$ cat config.mk
export PLATFORM = sky130hd
export DESIGN_NAME = srm_controller
export DESIGN_NICKNAME = d
export VERILOG_FILES = /design/src/rtl/srm_controller.sv
export SDC_FILE = /design/constraint.sdc
export NUM_CORES = 1
export LEC_CHECK = 0
export ABC_AREA = 1
export CORE_AREA = 2 2 56 63
export CTS_CLUSTER_DIAMETER = 100
export DETAILED_ROUTE_END_ITERATION = 10
export DIE_AREA = 0 0 58 65
export GPL_TIMING_DRIVEN = 0
export PLACE_DENSITY = 0.82
export SETUP_SLACK_MARGIN = 0.15
export SLEW_MARGIN = 5
export SYNTH_ARGS = -nofsm -noshare
export SYNTH_HDL_FRONTEND = slang
export SYNTH_SLANG_ARGS = --single-unit
$ cat constraint.sdc
create_clock -name clk -period 2.5 [get_ports clk]
set_input_delay 0.75 -clock clk [delete_from_list [all_inputs] [get_ports clk]]
set_output_delay 0.75 -clock clk [all_outputs]
set_load 0.01 [all_outputs]
$ cat src/rtl/srm_controller.sv
// Simple RISC Machine controller: instruction register, field decode and the
// multi-cycle control FSM that drives every datapath strobe.
module srm_controller #(
   parameter logic [15:0] IR_RESET = 16'h0000
) (
   input  logic        clk,
   input  logic        reset,
   input  logic [15:0] instr,
   input  logic        load_ir,
   input  logic        s,
   output logic        w,
   output logic        illegal,
   output logic        write,
   output logic [1:0]  vsel,
   output logic        loada,
   output logic        loadb,
   output logic        asel,
   output logic        bsel,
   output logic        loadc,
   output logic        loads,
   output logic [2:0]  readnum,
   output logic [2:0]  writenum,
   output logic [1:0]  shift,
   output logic [1:0]  ALUop,
   output logic [15:0] sximm5,
   output logic [15:0] sximm8
);

   typedef enum logic [2:0] {
      S_WAIT, S_DECODE, S_WRITE_IMM, S_GET_A, S_GET_B, S_ALU, S_WRITE_REG
   } state_t;

   state_t      state, state_nxt;
   logic [15:0] ir;

   logic [2:0] opcode, rn, rd, rm;
   logic [1:0] op, sh;
   logic       is_movi, is_movr, is_alu, is_mvn, is_cmp;

   assign opcode = ir[15:13];
   assign op     = ir[12:11];
   assign rn     = ir[10:8];
   assign rd     = ir[7:5];
   assign sh     = ir[4:3];
   assign rm     = ir[2:0];

   assign sximm5 = {{11{ir[4]}}, ir[4:0]};
   assign sximm8 = {{8{ir[7]}}, ir[7:0]};

   assign is_movi = (opcode == 3'b110) && (op == 2'b10);
   assign is_movr = (opcode == 3'b110) && (op == 2'b00);
   assign is_alu  = (opcode == 3'b101);
   assign is_mvn  = is_alu && (op == 2'b11);
   assign is_cmp  = is_alu && (op == 2'b01);

   // IR only accepts new words while idle so an in-flight pass sees stable fields
   always_ff @(posedge clk) begin
      if (reset) begin
         state <= S_WAIT;
         ir    <= IR_RESET;
      end else begin
         state <= state_nxt;
         if (state == S_WAIT && load_ir) ir <= instr;
      end
   end

   always_comb begin
      state_nxt = state;
      w         = 1'b0;
      illegal   = 1'b0;
      write     = 1'b0;
      vsel      = 2'b00;
      loada     = 1'b0;
      loadb     = 1'b0;
      asel      = 1'b0;
      bsel      = 1'b0;
      loadc     = 1'b0;
      loads     = 1'b0;
      readnum   = 3'd0;
      writenum  = 3'd0;
      shift     = 2'b00;
      ALUop     = 2'b00;
      case (state)
         S_WAIT: begin
            w = 1'b1;
            if (s) state_nxt = S_DECODE;
         end
         S_DECODE: begin
            if (is_movi)                state_nxt = S_WRITE_IMM;
            else if (is_movr || is_mvn) state_nxt = S_GET_B;
            else if (is_alu)            state_nxt = S_GET_A;
            else begin
               illegal   = 1'b1;
               state_nxt = S_WAIT;
            end
         end
         S_WRITE_IMM: begin
            writenum  = rn;
            vsel      = 2'b10;
            write     = 1'b1;
            state_nxt = S_WAIT;
         end
         S_GET_A: begin
            readnum   = rn;
            loada     = 1'b1;
            state_nxt = S_GET_B;
         end
         S_GET_B: begin
            readnum   = rm;
            loadb     = 1'b1;
            state_nxt = S_ALU;
         end
         S_ALU: begin
            shift = sh;
            asel  = is_movr || is_mvn;
            ALUop = is_movr ? 2'b00 : op;
            // CMP only updates flags, so it skips the writeback cycle
            if (is_cmp) begin
               loads     = 1'b1;
               state_nxt = S_WAIT;
            end else begin
               loadc     = 1'b1;
               state_nxt = S_WRITE_REG;
            end
         end
         S_WRITE_REG: begin
            writenum  = rd;
            write     = 1'b1;
            state_nxt = S_WAIT;
         end
         default: state_nxt = S_WAIT;
      endcase
   end

endmodule

==> impl_metrics.yaml <==
status:
  status: "finished, final reports clean"
logic_synthesis:
  syn_area_sq_um: 1200
  ys_warn_count: 0
  synthTopCellsByArea: "dfxtp_1, buf_4, a21oi_1"
  synthCells: 168
  yosysSeqAreaShare_pct: 31.8
  ys_seq_elements: 19
  ys_types: 21
  syn_avg_cell_area_sq_um: 7.13
  netlist.area_leader.share_pct: 31.8
  synth_top_cell_by_area: "dfxtp_1"
worst_setup_path:
  reg2reg_depth: 7
  cp_slowest_cell: "clkdlybuf4s50_1"
  r2r_slack_ns: 1.24
  critPathArrivalTime_ns: 1.56
  crit_fanout: 5
  startpoint_type: "flip-flop"
  crit_cells: 4
  timing.rr.end: "ir[9]$_SDFFE_PP0P_"
  critPathBufInv: 2
  crit_start: "state[1]$_SDFFE_PP0P_"
  path_cells: "nor2_2 -> nand2_2 -> inv_1 -> clkdlybuf4s50_1"
  reg2reg_from: "state[1]$_SDFFE_PP0P_"
  cp.required_ns: 1.75
  criticalPathCategory: "reg2out"
  crit_family: "buffers and inverters"
  critical_path.endpoint_type: "primary output"
  max_stage_delay_ns: 0.53
global_routing:
  grt_pass1_vias: 1106
  gr-usage-all-layers_pct: 15.8
  grt_pass1_wl_microns: 4670
  antenna_found_initial: 0
  grt_max_degree: 15
  grt_overflow: 0
layout:
  multi_input_area_sq_um: 453
  final_layout_size_suffix_gt1_share_pct: 24.7
  fill_cells: 304
  seqCellArea_sq_um: 388
  antenna-diode-count: 0
  syn_to_final_growth_pct: 65.8
  final_nets: 264
sta:
  worst_pin_slew_ns: 0.502
  hold_violations: 0
  max_freq_mhz: 433
  fin_crit_sh_pct: 92.5
  finalClockSkew_ns: 0.00737
  fin_tns_setup_ns: 0
  maxSlewViolCount: 0
  rsz0062_at_grt: "true"
  timing.hold.ws_ns: 0.481
  slew_headroom_pct: 66.6
  setup_violations: 0
  period_needed_ns: 2.31
run:
  cap_viol_max_count: 0
power_and_ir_drop:
  vdd_drop_max_v: 0.000346
  p_per_area_nw_per_um2: 421
  leakagePower_nw: 0.936
clocking:
  cts_tree: "done"
  cts_buffer_depth: 2
  htree_levels: 1
  numCtsBuffers: 3
  cts_sinks: 19
  postCtsSetupRepairBufs: 0
  clk_pin_slew_ns: 0.11
  clockRootBuffer: "clkbuf_4"
  clock_latency_ns: 0.30
drt:
  ant_nets: 0
  avgRoutedWirePerCell_microns: 10.5
  drt_iter0_drc: 35
  drc: 0
  drt_first_pass_iters: 4
  wl_microns: 2930
  vias_per_cell: 4.53
  vias: 1264
place:
  port-buffer-count: 70
  globalplace.congestion: 0.849
  hpwl_microns: 2340
floorplan:
  start_util_pct: 37.5
  ios: 73
  dieArea_sq_um: 3770
  core.rowCount: 22
  core_sq_um: 3190
  die_w_microns: 58
  die_h_microns: 65
worst_hold_path:
  hp-class: "reg2reg"
  min_to: "ir[5]$_SDFFE_PP0P_"
  hp-start: "ir[5]$_SDFFE_PP0P_"
  worstHoldPathCells: 2
cells in the final DEF (no fill, tap or decap), drive strengths merged:
cell / n
nand2: 18
nand4: 1
dlymetal6s2s: 1
nor3: 2
buf: 38
clkbuf: 6
a21oi: 20
nor2: 16
o211ai: 1
nand3: 6
conb: 2
inv: 24
o22ai: 6
clkdlybuf4s50: 53
dlygate4sd2: 15
dfxtp: 19
o21ai: 15
kinds of logic after synthesis:
logic type | count (synthesis) | share of synthesized area [%]
other | 1 | 0.313
AND/OR/NAND/NOR | 43 | 16.0
AO/OA/AOI/OAI | 42 | 19.0
flip-flops | 19 | 31.8
buffers and inverters | 63 | 32.9
power by group:
group          switching [mW]  internal, mW  leakage (nW)
Clock                  0.0982        0.0622        0.0150
Sequential             0.0236         0.328         0.159
Combinational           0.124         0.199         0.762
worst max path at each step:
stage	endpoint
6_report	loadb
5_1_grt	loadb
4_1_cts	w
3_5_place_dp	illegal
3_3_place_gp	illegal
2_1_floorplan	illegal
worst register-to-register path: stages, from the launching register on:
cell and delay, ns:
dfxtp_4 0.39, nor2_2 0.16, inv_2 0.07, nor2_4 0.13, nand2_4 0.08, buf_6 0.15, o21ai_1 0.12, a21oi_1 0.06
synth_stat cells, drive strengths merged:
cell / n
a21oi: 20
buf: 38
clkbuf: 1
conb: 1
dfxtp: 19
inv: 24
nand2: 18
nand3: 6
nand4: 1
nor2: 16
nor3: 2
o211ai: 1
o21ai: 15
o22ai: 6
metrics by stage:
step | std cells | total power, mW | setup WS (ns) | utilization, % | area [sq um]
finish | 279 | 0.836 | 0.189 | 62.2 | 1990
global route | 279 | 0.883 | 0.109 | 62.2 | 1990
CTS | 279 | 0.840 | 0.151 | 62.0 | 1980
detailed placement | 275 | 0.683 | 0.0905 | 61.0 | 1950
global placement | 275 | 0.677 | 0.0793 | 61.0 | 1950
floorplan | 169 | 0.527 | 0.647 | - | 1200
what timing repair did:
item | in CTS | in global routing
resized for setup | 26 | 7
hold buffers | 0 | 0
endpoints found under the setup margin | 22 | 10
layout make-up:
type,instances,area share [%]
repair buffers,70,34.2
multi-input cells,87,22.8
flip-flops and latches,19,19.5
plain buffers,39,15.3
inverters,24,4.54
well taps,36,2.27
clock buffers,4,1.32
flip-flops by register name (all words and copies together) (netlist names):
name / cells
ir: 16
state: 3
layer usage:
layer  vias up  global-route usage [%]  share of wire, %
li1        649                       -                 -
met1       567                    17.5                42
met2        43                    30.5                52
met3         5                    2.00               4.3
met4         0                    4.36               1.2
met5         -                       0                 0
Power figures use the tool's default switching activity.
